`src/rtl/spi_nor_responder.sv`:
```
// spi_nor_responder: byte-wide SPI NOR-flash target with a word-organised
// array and NOR program semantics (programming can only clear bits).
// Optional feature macro NOR_WEL_EN: adds the write-enable latch, the
// WREN (8'h06) and READ_STATUS (8'h05) commands, and gates PROGRAM/ERASE on it.
// MEM_DEPTH is expected to equal 2**ADDR_W.
module spi_nor_responder #(
    parameter int          MEM_DEPTH = 16,
    parameter int          ADDR_W    = 4,
    parameter logic [31:0] ERASE_VAL = 32'hFFFF_FFFF
) (
    input  logic       p_clk,
    input  logic       p_reset_n,
    input  logic       s_clk,
    input  logic       s_css,
    input  logic [7:0] s_mosi,
    output logic [7:0] s_miso,
    output logic       s_busy
);

    typedef enum logic [2:0] {
        ST_IDLE,
        ST_CMD,
        ST_ADDR,
        ST_DATA,
        ST_DONE
    } state_t;

    localparam logic [7:0] CMD_READ  = 8'h01;
    localparam logic [7:0] CMD_PROG  = 8'h02;
    localparam logic [7:0] CMD_ERASE = 8'h20;
`ifdef NOR_WEL_EN
    localparam logic [7:0] CMD_WREN  = 8'h06;
    localparam logic [7:0] CMD_RDSR  = 8'h05;
`endif

    state_t              state_reg, state_next;
    logic                s_clk_q_reg;
    logic [3:0]          cnt_reg;
    logic [7:0]          cmd_reg;
    logic [15:0]         addr_reg;       // address bytes 2 and 3; byte 4 arrives live
    logic [31:0]         data_reg;
    logic [ADDR_W-1:0]   idx_reg;
    logic                oor_reg;
    logic                prog_pend_reg;
    logic                erase_pend_reg;
    logic [31:0]         rd_word_reg;
    logic [7:0]          s_miso_reg;
    logic [31:0]         mem [MEM_DEPTH];

    logic                rise;
    logic                byte_ev;
    logic                byte4_ev;
    logic                byte8_ev;
    logic [23:0]         addr_full;
    logic [ADDR_W-1:0]   idx_next;
    logic                oor_next;
    logic                wel_ok;
    logic [31:0]         rd_src;
    logic                unused_bits;

    assign rise      = s_clk & ~s_clk_q_reg;
    assign byte_ev   = rise & ~s_css;
    assign byte4_ev  = byte_ev && (state_reg == ST_ADDR) && (cnt_reg == 4'd3);
    assign byte8_ev  = byte_ev && (state_reg == ST_DATA) && (cnt_reg == 4'd7);
    assign addr_full = {addr_reg, s_mosi};
    assign idx_next  = addr_full[ADDR_W+1:2];
    assign oor_next  = |addr_full[23:ADDR_W+2];
    assign rd_src    = oor_reg ? ERASE_VAL : rd_word_reg;
    assign unused_bits = ^addr_full[1:0];

    assign s_miso = s_miso_reg;
    assign s_busy = (state_reg != ST_IDLE) && (state_reg != ST_DONE);

    // Frame state register.
    always_ff @(posedge p_clk) begin
        if (!p_reset_n) state_reg <= ST_IDLE;
        else            state_reg <= state_next;
    end

    // Frame sequencing; deselect wins over any byte arriving in the same cycle.
    always_comb begin
        state_next = state_reg;
        if (s_css) begin
            state_next = ST_IDLE;
        end else begin
            case (state_reg)
                ST_IDLE: state_next = ST_CMD;
                ST_CMD:  if (byte_ev)  state_next = ST_ADDR;
                ST_ADDR: if (byte4_ev) state_next = ST_DATA;
                ST_DATA: if (byte8_ev) state_next = ST_DONE;
                default: state_next = state_reg;
            endcase
        end
    end

    // Byte capture, byte counting and commit-request generation.
    always_ff @(posedge p_clk) begin
        if (!p_reset_n) begin
            s_clk_q_reg    <= 1'b0;
            cnt_reg        <= 4'd0;
            cmd_reg        <= 8'h00;
            addr_reg       <= 16'h0000;
            data_reg       <= 32'h0000_0000;
            idx_reg        <= '0;
            oor_reg        <= 1'b0;
            prog_pend_reg  <= 1'b0;
            erase_pend_reg <= 1'b0;
        end else begin
            s_clk_q_reg    <= s_clk;
            prog_pend_reg  <= 1'b0;
            erase_pend_reg <= 1'b0;
            if (s_css) begin
                cnt_reg <= 4'd0;
            end else if (state_reg == ST_IDLE) begin
                cnt_reg <= 4'd0;
                cmd_reg <= 8'h00;
            end else if (byte_ev && state_reg != ST_DONE) begin
                cnt_reg <= cnt_reg + 4'd1;
                case (state_reg)
                    ST_CMD:  cmd_reg  <= s_mosi;
                    ST_ADDR: addr_reg <= {addr_reg[7:0], s_mosi};
                    ST_DATA: data_reg <= {data_reg[23:0], s_mosi};
                    default: ;
                endcase
            end
            if (byte4_ev) begin
                idx_reg        <= idx_next;
                oor_reg        <= oor_next;
                erase_pend_reg <= (cmd_reg == CMD_ERASE) && !oor_next && wel_ok;
            end
            if (byte8_ev) begin
                prog_pend_reg <= (cmd_reg == CMD_PROG) && !oor_reg && wel_ok;
            end
        end
    end

    // Registered array read at the last address byte; also supplies the old
    // word for the AND-merge of a later PROGRAM commit in the same frame.
    always_ff @(posedge p_clk) begin
        if (byte4_ev) rd_word_reg <= mem[idx_next];
    end

    // Array update: erase after the address, AND-merge one cycle after byte 8.
    always_ff @(posedge p_clk) begin
        if (!p_reset_n) begin
            for (int i = 0; i < MEM_DEPTH; i++) mem[i] <= ERASE_VAL;
        end else if (erase_pend_reg) begin
            mem[idx_reg] <= ERASE_VAL;
        end else if (prog_pend_reg) begin
            mem[idx_reg] <= rd_word_reg & data_reg;
        end
    end

`ifdef NOR_WEL_EN
    logic wel_reg;
    assign wel_ok = wel_reg;

    // Write-enable latch: set by WREN, dropped when any PROGRAM/ERASE frame ends.
    always_ff @(posedge p_clk) begin
        if (!p_reset_n) begin
            wel_reg <= 1'b0;
        end else if (prog_pend_reg || erase_pend_reg) begin
            wel_reg <= 1'b0;
        end else if (s_css && state_reg != ST_IDLE &&
                     (cmd_reg == CMD_PROG || cmd_reg == CMD_ERASE)) begin
            wel_reg <= 1'b0;
        end else if (byte_ev && state_reg == ST_CMD && s_mosi == CMD_WREN) begin
            wel_reg <= 1'b1;
        end
    end
`else
    assign wel_ok = 1'b1;
`endif

    // Output byte: read data walks MSB to LSB through the data phase, else zero.
    always_ff @(posedge p_clk) begin
        if (!p_reset_n) begin
            s_miso_reg <= 8'h00;
        end else if (state_reg == ST_DATA && cmd_reg == CMD_READ) begin
            case (cnt_reg[1:0])
                2'd0:    s_miso_reg <= rd_src[31:24];
                2'd1:    s_miso_reg <= rd_src[23:16];
                2'd2:    s_miso_reg <= rd_src[15:8];
                default: s_miso_reg <= rd_src[7:0];
            endcase
        end
`ifdef NOR_WEL_EN
        else if (state_reg == ST_ADDR && cmd_reg == CMD_RDSR) begin
            s_miso_reg <= {7'b0, wel_reg};
        end
`endif
        else begin
            s_miso_reg <= 8'h00;
        end
    end

endmodule

```
`config.mk`:
```
export PLATFORM = sky130hd
export DESIGN_NAME = spi_nor_responder
export DESIGN_NICKNAME = d
export VERILOG_FILES = /design/src/rtl/spi_nor_responder.sv
export SDC_FILE = /design/constraint.sdc
export NUM_CORES = 1
export LEC_CHECK = 0
export ABC_AREA = 1
export CELL_PAD_IN_SITES_DETAIL_PLACEMENT = 1
export CELL_PAD_IN_SITES_GLOBAL_PLACEMENT = 1
export CORE_UTILIZATION = 45
export DETAILED_ROUTE_END_ITERATION = 6
export PLACE_DENSITY = 0.84
export SLEW_MARGIN = 20
export SYNTH_ARGS = -nofsm -noshare
export SYNTH_HDL_FRONTEND = slang
export SYNTH_SLANG_ARGS = --single-unit
```
`constraint.sdc`:
```
create_clock -name p_clk -period 4.4 [get_ports p_clk]
set_input_delay 0.88 -clock p_clk [delete_from_list [all_inputs] [get_ports p_clk]]
set_output_delay 0.88 -clock p_clk [all_outputs]
set_load 0.1 [all_outputs]
```
* Word level (Yosys, flattened, before mapping) *
Memory sizes are Yosys's and may differ from the RTL's. A register that Yosys moved wholly into a read port is not among the register bits.
Cells that the tools add are included.

storage, ports and cells
  register bits after elaboration = 79
  RAM bits = 512
  input port bits = 12
  output and inout bits = 9
  word-level logic and storage cells = 84
  memories = 1

cells by class
  add/sub/neg operators = 1
  eq/ne operators = 14
  multiplexer cells = 21
  bitwise gates (word level) = 8
  reduce and logical (&&, ||, !) cells = 28

memories
  memory  words  width  read ports  clocked after memory_dff  wr ports  line  text
  mem     16     32     1           1                         16        48    logic [31:0] mem [MEM_DEPTH];

operator list
  kind                                            number
  2-to-1 mux 32 bit                               3
  AND 32 bit                                      1
  OR reduction 32 bit                             1
  2-to-1 mux 8 bit                                3
  one-hot mux 8 bit (3 select lines)              1
  OR reduction 18 bit                             1
  one-hot mux 3 bit (4 select lines)              1
  AND reduction 4 bit                             3
  logical AND 1 bit                               9
  2-to-1 mux 1 bit                                9
  2-to-1 mux 3 bit                                3
  == test 8 x 1 -> 1 bit (second input constant)  1
  == test 8 x 2 -> 1 bit (second input constant)  1
  == test 8 x 6 -> 1 bit (second input constant)  1
  == test 3 x 2 -> 1 bit (second input constant)  2
  != test 2 bit (second input constant)           3
  AND reduction 2 bit                             3
  adder 4 x 1 -> 4 bit (second input constant)    1
  == test 4 x 2 -> 1 bit (second input constant)  1
  == test 4 x 3 -> 1 bit (second input constant)  1
  2-to-1 mux 4 bit                                1
  inverter 1 bit                                  4
  nonzero test 2 bit                              2
  nonzero test 4 bit                              1
  other kinds (13)                                15

* Depth between registers and ports, before layout *
Gate-level depths: netlist of the first run.

  depth after elaboration = 7
  depth in mapped cells = 9
  depth with buffers taken out = 8

* Worst setup path before layout of the first run *
OpenSTA, ideal clock, no wires.

  kind = input port to flip-flop
  start = input p_reset_n
  end = memory mem[10][0] (enable)
  library setup time = 0.478 ns
  data arrival time = 2.018 ns
  required time = 3.922 ns
  path slack = 1.903 ns
  cell stages on the path = 3
  path buffers = 2
  cell sequence = clkbuf_1 buf_1 nand2_1

RTL lines
  element          line  text
  start, declared  12    input logic p_reset_n,
  end, declared    48

* Worst setup path after layout of the first run *
  start = register state_reg[0]
  end = output s_busy

between the ends
  longest elaborated chain between the ends = 2
  elaborated cells between the ends (all ways) = 3
  those cells by class = eq/ne: 1; reduce/logical: 2

ends and longest elaborated chain
  element                                                     line  text
  start, declared                                             36    state_t state_reg, state_next;
  start signal, assigned                                      77    else state_reg <= state_next;
  != test 3 bit / nonzero test 3 bit (equally long branches)  72    assign s_busy = (state_reg != ST_IDLE) && (state_reg != ST_DONE);
  logical AND 1 bit *                                         72
  end, declared                                               17    output logic s_busy

Mark *: on every way between the ends. The rest lies on a longest branch, timed or not.

==> results.ini, run 1 <==
[status]
status = finished clean

[final_layout]
finalNetCount = 2704
area_delta_synth_final_pct = 9.65
fin_area_um2 = 30700
final_common_cell = nand2_1
drive_above_1_share_pct = 7.71
largest_reg_flops = 512
final_cell_mix = nand2_1, edfxtp_1, inv_1, o21ai_0, nand3_1
antenna_cells = 0

[power_and_ir_drop]
power.density_nw_per_um2 = 423
clkPwrFrac_pct = 42.2
p_int_uw = 9960
p_total_uw = 13000
power.switching_uw = 3040
irDropWorstVdd_v = 0.000218
cellLeakagePower_uw = 0.0109
power_frac_seq_pct = 51.7
pwr-share-comb_pct = 6.1
swShare_pct = 23.4

[clocking]
numCtsBuffers = 66
clk_transition_reported_paths_ps = 60
root_buffer = clkbuf_16
h-tree-depth = 3
clock_latency_ps = 630
cts.sinks = 623
cts_hold_buf = 0
cts_tree = yes
cts_max_path_buffers = 3
post_cts_buffers = 0
post_cts_resized = 0

[global_route]
grt_pass1_vias = 22500
global_route.overflow_total = 0
grt_usage_pct = 28.4
grt_max_degree = 127
grt_first_pass_wirelength_um = 134000
antenna_found_initial = 0

[worst_setup_path]
worst-r2r-setup-slack_ps = 1410
startpoint_type = flip-flop
crit_fanout = 8
worst_ep_required_time_ps = 3520
critPathCaptureType = primary output
endpoint = s_busy
rr_startpoint = idx_reg[3]
r2r-end = mem[15][27]
r2r_cells = 5
worstSetupPathType = flip-flop to primary output
critical_path.startpoint = state_reg[0]
worstPathArrival_ps = 2520

[synthesis]
synthArstFlopShare_pct = 0
synth_ff_type = edfxtp_1
ys_ff_latch = 623
synthCells = 2764
synth_edf_count = 544
syn_nets = 2781
synth_cell_type_count = 34
syn_area_per_cell_um2 = 10.1
syn_area_um2 = 28000
yosys_warnings = 0
ys_seq_area_share_pct = 63.9

[sta]
drv_slew = 0
hold_viol_final = 0
tightest_slew_ps = 1140
clock-skew-final_ps = 28.1
setup_viol = 0
rsz0062_at_grt = no
slew_headroom_pct = 23.6
period_minus_slack_ps = 3400
tns_ps = 0
max_freq_mhz = 294
finalCritPeriodShare_pct = 77.3

[flow_run]
max_cap_viol_count = 0

[floorplanning]
dieArea_um2 = 63300
fp.coreArea_um2 = 61600
die_h_um = 252
start_util_pct = 45.5
ios = 21
rows = 91
die_w_um = 252

[drt]
drt_pass1_iterations = 6
wirelength_um = 89200
wire_per_inst_um = 24.9
drc = 0
vias_per_cell = 5.97
drt_iter0_markers = 2553
vias = 21300
ant_nets = 0

[placement]
place_area_um2 = 28700
gp_congestion = 0.866
place_hpwl_um = 52200
port-buffer-count = 20

[worst_hold_path]
hold_path_class = flip-flop to flip-flop

[area by class of cell]
type,count,area [um^2]
Clock buffer,94,1930
Multi-Input combinational cell,1622,7940
Sequential cell,623,17900
Inverter,313,1170
Tap cell,837,1050
Clock inverter,24,145
Fill cell,6700,30900
Timing Repair Buffer,61,582
[worst min-delay path by stage]
stage                     start      endpoint  slack [ps]  cells after the start
detailed placement  addr_reg[7]  addr_reg[15]         460                      2
CTS                 addr_reg[7]  addr_reg[15]         470                      2
floorplan           addr_reg[7]  addr_reg[15]         430                      2
global placement    addr_reg[7]  addr_reg[15]         440                      2
finish              addr_reg[7]  addr_reg[15]         460                      2
global route        addr_reg[7]  addr_reg[15]         480                      2
[kinds of logic (layout without fill, tap and decap cells)]
kind of cell | after synthesis | in the layout | share of synthesized area, %
buffers and inverters | 519 | 492 | 7.91
xor gates and xnor gates | 1 | 1 | 0.0312
adders and majority gates | 5 | 5 | 0.223
DFF | 623 | 623 | 63.9
and+or+nand+nor | 1069 | 1069 | 15.8
AOI/OAI and AO/OA | 547 | 547 | 12.2
[synthesized netlist by cell type (all sizes together) (6+ instances only)]
| cell type | number | share of area [%] |
|---|---|---|
| nor3 | 6 | 0.14 |
| buf | 141 | 2.8 |
| dfxtp | 79 | 5.6 |
| inv | 311 | 4.2 |
| edfxtp | 544 | 58 |
| a21oi | 196 | 4.7 |
| nor2 | 107 | 1.6 |
| o211ai | 128 | 3.4 |
| clkbuf | 65 | 0.87 |
| nand2 | 724 | 9.7 |
| nand4 | 16 | 0.36 |
| o21ai | 222 | 4.0 |
| nand3 | 207 | 3.7 |
[metrics by stage]
step           utilization, %  hold slack (ps)  worst slack [ps]  instances
2_1_floorplan               -              428              1900       2764
3_3_place_gp             46.5              444              1200       3456
3_5_place_dp             46.5              462              1050       3456
4_1_cts                  49.9              471               997       3574
5_1_grt                  49.9              483               944       3574
6_report                 49.9              462               997       3574
[routing by layer]
| layer | GRT usage (%) | part of all wire [%] | vias to the layer above |
|---|---|---|---|
| li1 | - | - | 9183 |
| met1 | 36.0 | 38 | 10800 |
| met2 | 47.3 | 49 | 1122 |
| met3 | 5.65 | 9.4 | 265 |
| met4 | 12.0 | 3.9 | 0 |
| met5 | 0 | 0 | - |
[power by group through the flow]
stage / clock network, uW / registers [uW] / logic [uW]
after detailed placement: 0 / 6840 / 761
final: 5490 / 6720 / 792
after CTS: 5500 / 6720 / 779
after floorplan: 0 / 6810 / 494
after global placement: 0 / 6820 / 712
after global routing: 5710 / 6730 / 852
[critical path: stages (launching register included)]
cell,delay [ps]
dfxtp_1,530
nor2_1,170
inv_1,80
clkdlybuf4s50_1,1120
Power figures use the tool's default switching activity.
==> run 2, diff against run 1 <==
==> constraint.sdc (replaced) <==
create_clock -name p_clk -period 3.5 [get_ports p_clk]
set_input_delay 0.7 -clock p_clk [delete_from_list [all_inputs] [get_ports p_clk]]
set_output_delay 0.7 -clock p_clk [all_outputs]
set_load 0.1 [all_outputs]
==> run 2 against run 1 <==
Net effect: wire length rose by 2.6%; largest cell class unchanged; first-iteration DRC count fell by 3.2%; die area is the same; final area rose by 1.4%; combinational power rose by 29%.
==> results.ini, run 2 (same netlist as run 1, synthesis figures left out) <==
[sta]
max_freq_mhz = 361
tns_ps = 0
tightest_slew_ps = 1110
rsz0062_at_grt = no
clock-skew-final_ps = 38.0
slew_headroom_pct = 25.8
finalCritPeriodShare_pct = 79.2
hold_viol_final = 0
period_minus_slack_ps = 2770
drv_slew = 0
setup_viol = 0

[clocking]
numCtsBuffers = 68
clock_latency_ps = 620
cts_max_path_buffers = 3
cts_hold_buf = 0
cts.sinks = 623
clk_transition_reported_paths_ps = 60
cts_tree = yes
h-tree-depth = 3
post_cts_resized = 0
root_buffer = clkbuf_16
post_cts_buffers = 0

[worst_setup_path]
crit_slowest_cell = clkdlybuf4s50_1
crit_fanout = 1
startpoint_type = flip-flop
critPathCaptureType = primary output
critPathMaxStageDelay_ps = 1140
rr_startpoint = idx_reg[1]
cp_cell_sequence = clkdlybuf4s50_1
critPathBufInv = 1
critical_path.startpoint = s_miso[4]
worst-r2r-setup-slack_ps = 850
worstSetupPathType = flip-flop to primary output
worst_ep_required_time_ps = 2800
crit_family = buffers and inverters
r2r_cells = 5
r2r-end = mem[15][11]
worstPathArrival_ps = 2070

[worst_hold_path]
min_to = addr_reg[15]
worstHoldStart = addr_reg[7]
hold_path_class = flip-flop to flip-flop
hold_path_depth = 2

[drt]
drt_iter0_markers = 2472
wire_per_inst_um = 25.4
vias_per_cell = 5.96
drt_pass1_iterations = 6
vias = 21400
drc = 0
ant_nets = 0
wirelength_um = 91500

[floorplanning]
rows = 91
start_util_pct = 45.5
die_h_um = 252
fp.coreArea_um2 = 61600
ios = 21
dieArea_um2 = 63300
die_w_um = 252

[global_route]
grt_pass1_vias = 22900
global_route.overflow_total = 0
grt_max_degree = 88
grt_usage_pct = 29.2
antenna_found_initial = 1
grt_first_pass_wirelength_um = 138000

[placement]
place_hpwl_um = 53800
gp_congestion = 0.879
port-buffer-count = 20

[final_layout]
final_cell_mix = nand2_1, edfxtp_1, inv_1, o21ai_0, nand3_1
antenna_cells = 0
fillerInstances = 6624
area_delta_synth_final_pct = 11.2
final_common_cell = nand2_1
drive_above_1_share_pct = 8.65
largest_reg_flops = 512
fin_util_pct = 50.6
finalNetCount = 2727

[power_and_ir_drop]
irDropWorstVdd_v = 0.000274
cellLeakagePower_uw = 0.0111
power.density_nw_per_um2 = 540

[flow_run]
max_cap_viol_count = 0

[status]
status = finished clean

[run 2: cell count changes in the layout (fill, tap and decap cells not counted), moves of 3 or more]
cell	delta
clkinv_2	+3
buf_12	+10
bufinv_16	+6
buf_4	+12
[run 2: through the flow]
stage	cell area, um^2	hold slack [ps]	total power, uW	worst slack (ps)	instances
after global routing	31200	497	17200	696	3601
after floorplan	28000	428	9170	1180	2764
after CTS	31200	474	16800	698	3601
after detailed placement	28900	466	9570	601	3477
after global placement	28900	445	9470	706	3477
final	31200	471	16800	728	3601
[run 2: worst max-delay path by stage]
| stage | depth (start not counted) | endpoint | slack, ps |
|---|---|---|---|
| 6_report | 1 | s_miso[4] | 730 |
| 5_1_grt | 1 | s_miso[7] | 700 |
| 4_1_cts | 1 | s_miso[7] | 700 |
| 3_5_place_dp | 5 | mem[7][27] | 600 |
| 3_3_place_gp | 5 | mem[7][3] | 710 |
| 2_1_floorplan | 3 | mem[10][0] | 1180 |
[run 2: layout make-up]
class	instances	area, um^2	share of cell area (%)
tap	837	1050	3.36
inverter	313	1170	3.77
clock inverter	34	360	1.16
sequential	623	17900	57.5
timing repair buffer	82	862	2.77
clock buffer	90	1880	6.03
multi-input combinational	1622	7930	25.4
[run 2: routing by layer]
metal	global-route usage [%]	wire length [um]
met5	0	8
met4	13.7	4000
met3	5.48	8190
met2	49.3	45100
met1	36.1	34100
[run 2: report_power, final]
part | internal (uW) | total, uW | switching, uW
sequential | 8340 | 8440 | 99.8
combinational | 270 | 1020 | 746
clock | 4310 | 7380 | 3070
total | 12900 | 16800 | 3920
==> RTL change 1: new RTL, flow settings as in run 1 <==
The parameter `ERASE_VAL` goes from 32'hFFFF_FFFF to 32'hBFFFFFFF.
--- a/src/rtl/spi_nor_responder.sv
+++ b/src/rtl/spi_nor_responder.sv
@@ -8,3 +8,3 @@
     parameter int          ADDR_W    = 4,
-    parameter logic [31:0] ERASE_VAL = 32'hFFFF_FFFF
+    parameter logic [31:0] ERASE_VAL = 32'hBFFFFFFF
 ) (
Formal check against the unedited RTL: same outputs for any inputs over 4 cycles, from zero or initial values and one cycle with p_reset_n low; that may be too few to reach the edited logic, so the function may still have changed.
==> RTL change 1 against run 1 <==
Combinational power increased by 4.4%; first-iteration DRC count grew 10%; worst setup slack better by 21 ps; routed wire length is 5.2% higher; power is 0.34% higher; count of clock-buffer cells in the layout decreased by 3; sequential share of layout area down 0.43 points; design area up 0.75%; sequential cell count did not move; register-to-register slack improved by 140 ps; synthesized area rose by 0.10%.
==> RTL change 1: results (changes against run 1) <==
Outcome
  – Status: completed

Setup path
  – Worst r2r path cells: 7 (+2)
  – Reg2reg start: idx_reg[1]
  – Worst EP arrival: 2500 ps (-20 ps)
  – Register-to-register path setup slack: 1550 ps (+140 ps)
  – CP max FO: 9 (+1)
  – Reg2reg end: mem[10][28]

Pwr
  – Net Sw Power: 0.00310 W (+2.1%)
  – Maximum vdd drop: 0.224 mV (+3.0%)
  – LEAKAGE: 11.1 nW (+1.8%)

Synth
  – Post-synth top cells: nand2_1 (712), edfxtp_1 (544), inv_1 (320), o21ai_0 (220), nand3_1 (205)
  – Cells after synthesis: 2,774 (+0.36%)
  – Dominant cells by area after synthesis: edfxtp_1 (58%), nand2_1 (9.5%), dfxtp_1 (5.6%), inv_1 (4.3%), o21ai_0 (3.9%)
  – Sequential area share after synthesis: 63.8% (-0.066 points)
  – Main synth FF type: edfxtp_1
  – Netlist cell types: 31 (-8.8%)
  – Post-synthesis async set-or-reset flop share: 0% (unchanged)

Finish
  – Area growth syn-to-layout: 10.4%
  – N_diodes: 0 (unchanged)
  – Share of cells above drive strength 1: 7.73% (+0.016 points)
  – Nets@finish: 2,734 (+1.1%)

Global routing
  – Pin count of the biggest net entering global routing: 108 (-15%)
  – First-pass GRT wire length: 139,000 um (+3.9%)
  – All-layer global routing usage: 29.6% (+1.2 points)
  – Vias in the first global route: 22,600 (+0.81%)

Clock tree
  – Clk root buf: clkbuf_16
  – Setup repair bufs after CTS: 0 (unchanged)
  – Worst-Skew Late Latency: 620 ps
  – Cts bufs inserted: 68 (+3.0%)

Placed design
  – Area after DPL: 28,900 sq um (+0.89%)
  – Final HPWL DP: 54,500 um (+4.5%)
  – GP Congestion: 0.864 (-0.25%)
  – Inst Count DP: 3,484 (+0.81%)
  – Setup slack after placement: 1050 ps (-5.88 ps)

Route
  – Vias per cell: 5.98 (+0.19%)
  – 1st-iter DRT viols: 2,811 (+10%)
  – Routed len/inst: 26.0 um (+4.2%)
  – Via count: 21,600 (+1.1%)
  – Pre-antenna DRT Iters: 5 (-1)

Timing
  – Final Skew: 26.8 ps (-1.32 ps)
  – Slew HR: 31.4% (+7.8 points)

Hold path
  – WHS Path Cells: 2 (unchanged)
  – Hold_sp: addr_reg[15]
  – Worst min-delay path class: reg -> reg
==> RTL change 1: cell count changes in the layout (fill, tap and decap cells not counted), sizes merged, moves of 3 or more <==
| cell | run 1 | this run |
|---|---|---|
| buf | 44 | 66 |
| inv | 313 | 326 |
| nand2 | 724 | 713 |
| nor2 | 107 | 117 |
| clkinv | 20 | 27 |
| clkbuf | 95 | 92 |
| nand4 | 16 | 19 |
| or2 | 5 | 2 |
==> RTL change 1: layout make-up <==
cell class,instances,area (sq um)
Clock inverter,32,221
Fill cell,6733,30700
Inverter,324,1220
Sequential cell,623,17900
Clock buffer,91,1840
Timing Repair Buffer,82,862
Multi-Input combinational cell,1618,7860
Tap cell,837,1050
==> RTL change 1: per-layer routing <==
layer	share of wire (%)	up-vias	GRT usage, %
met1	37	10800	36.8
met4	5.3	0	15.8
met5	0	-	0
li1	-	9245	-
met3	8.9	309	4.69
met2	48	1196	49.5
==> RTL change 1: logic make-up (layout without fill, tap and decap cells) <==
| group | Yosys count | count (layout) | synth area share [%] |
|---|---|---|---|
| adder cells (fa/ha/maj) | 5 | 5 | 0.223 |
| buffers and inverters | 533 | 529 | 8.32 |
| AO/OA/AOI/OAI | 544 | 544 | 12.1 |
| XOR/XNOR | 1 | 1 | 0.0312 |
| AND/OR/NAND/NOR | 1068 | 1068 | 15.5 |
| flip-flops | 623 | 623 | 63.8 |
==> RTL change 1: how the worst max path moves through the flow <==
stage | startpoint | end | slack (ps)
2_1_floorplan | s_css | oor_reg | 1550
3_3_place_gp | s_css | rd_word_reg[5] | 1160
3_5_place_dp | p_reset_n | mem[4][8] | 1050
4_1_cts | state_reg[0] | s_busy | 1000
5_1_grt | state_reg[0] | s_busy | 930
6_report | state_reg[0] | s_busy | 1020
==> RTL change 1: power groups by stage <==
stage | clock (W) | sequential [W] | combinational [W]
after floorplan | 0 | 0.00683 | 0.000495
after global placement | 0 | 0.00684 | 0.000738
after detailed placement | 0 | 0.00687 | 0.000792
after CTS | 0.00549 | 0.00675 | 0.000812
after global routing | 0.00568 | 0.00676 | 0.000882
final | 0.00547 | 0.00675 | 0.000827
==> RTL change 1: worst max-delay path: stages, from the launching register on <==
cell	delay, ps
dfxtp_1	520
nor2_1	170
inv_1	80
clkdlybuf4s50_1	1130
==> RTL change 1: stage by stage <==
stage / hold slack, ps / util (%)
5_1_grt: 486 / 50.2
3_3_place_gp: 441 / 46.8
4_1_cts: 464 / 50.2
3_5_place_dp: 455 / 46.8
6_report: 464 / 50.2
2_1_floorplan: 429 / -
==> RTL change 2: new RTL, flow settings as in run 1 <==
Made on the original files. Compare `cnt_reg` against `4'd7` with >= in place of ==.
--- a/src/rtl/spi_nor_responder.sv
+++ b/src/rtl/spi_nor_responder.sv
@@ -63,3 +63,3 @@
     assign byte4_ev  = byte_ev && (state_reg == ST_ADDR) && (cnt_reg == 4'd3);
-    assign byte8_ev  = byte_ev && (state_reg == ST_DATA) && (cnt_reg == 4'd7);
+    assign byte8_ev  = byte_ev && (state_reg == ST_DATA) && (cnt_reg >= 4'd7);
     assign addr_full = {addr_reg, s_mosi};
Behaviour: no difference found for any inputs over 4 cycles, from zero or initial values and one cycle with p_reset_n low; that may be too few to reach the edited logic, so the function may still have changed.
==> RTL change 2 against run 1 <==
Synthesized area barely moved; register-to-register slack worse by 50 ps; global-route usage decreased by 1.8 points; cell count decreased by 0.14%; maximum frequency is 9.1% higher; power fell by 0.74%; largest cell class unchanged; worst setup slack better by 280 ps; sequential cell count is the same; design area shrank 0.20%; critical endpoint unchanged; routed wire length down 6.4%.
==> RTL change 2: results (changes against run 1) <==
Global routing
  – Met1 usage: 33.7% (-2.2 points)
  – First-pass GRT wire length: 127,000 um (-5.1%)
  – Global Route met2 Usage: 44.9% (-2.4 points)
  – Met3 usage: 4.98% (-0.67 points)

Finish
  – Post-layout util: 49.8% (-0.10 points)
  – Fill cell count: 6,692 (-0.12%)

Clock tree
  – Worst-Skew Late Latency: 600 ps (-30 ps)

Synth
  – Post-synth net total: 2,780 (-0.036%)
  – Adder-cell area share of the yosys netlist: 0.179% (-0.045 points)
  – Synth Area in XOR/XNOR: 0.0313% (about the same)
  – Post-Syn Area per Cell: 10.1 sq um (about the same)
  – Cell Area, Synth: 28,000 sq um (about the same)
  – Post-synth top cells: nand2_1 (729), edfxtp_1 (544), inv_1 (296), o21ai_0 (214), nand3_1 (203)
  – Compound-Gate Fraction of Synth Area: 12.2% (about the same)
  – Dominant cells by area after synthesis: edfxtp_1 (58%), nand2_1 (9.8%), dfxtp_1 (5.6%), inv_1 (4.0%), o21ai_0 (3.8%)

Route
  – Routed wl met3: 6130 um (-27%)
  – 1st-iter DRT viols: 2,408 (-5.7%)
  – Pre-antenna DRT Iters: 5 (-1)
  – Routed len/inst: 23.4 um (-6.2%)
  – Vias per cell: 5.82 (-2.5%)
  – Met2 WL: 40,800 um (-5.7%)
  – Met1 WL: 33,500 um (-1.7%)

Pwr
  – LEAKAGE: 10.9 nW (-0.12%)
  – P_comb: 0.000759 W (-4.2%)
  – Internal power: 0.00993 W (-0.26%)

Setup path
  – Largest delay share family, worst path: buffers and inverters
  – CP max FO: 4 (-4)
  – Worst EP arrival: 2240 ps (-280 ps)
  – Worst r2r path cells: 4 (-1)

Placed design
  – GP Congestion: 0.872 (+0.69%)
  – Area after DPL: 28,600 sq um (-0.16%)
  – Final HPWL DP: 50,900 um (-2.4%)
  – Setup slack after placement: 1080 ps (+29.3 ps)

Outcome
  – Status: completed

Timing
  – Slew HR: 28.9% (+5.3 points)
-- RTL change 2: final cells by class --
| type | count | share of cell area, % |
|---|---|---|
| sequential | 623 | 58.4 |
| multi-input combinational | 1626 | 25.9 |
| clock buffer | 94 | 6.18 |
| inverter | 310 | 3.79 |
| tap | 837 | 3.41 |
| timing repair buffer | 52 | 1.76 |
| clock inverter | 27 | 0.567 |
-- RTL change 2: worst paths after layout --
kind	to	slack (ps)	from
setup reg to reg	mem[13][0]	1360	idx_reg[3]
setup / recovery	s_busy	1280	state_reg[0]
hold / removal	cmd_reg[3]	480	cmd_reg[3]
hold reg to reg	cmd_reg[3]	480	cmd_reg[3]
-- RTL change 2: worst register-to-register path, stage by stage, from the launching register on --
cell and delay, ps:
dfxtp_1 510, nand2_1 270, nor2_2 820, nand2_1 230
nand2_2 820
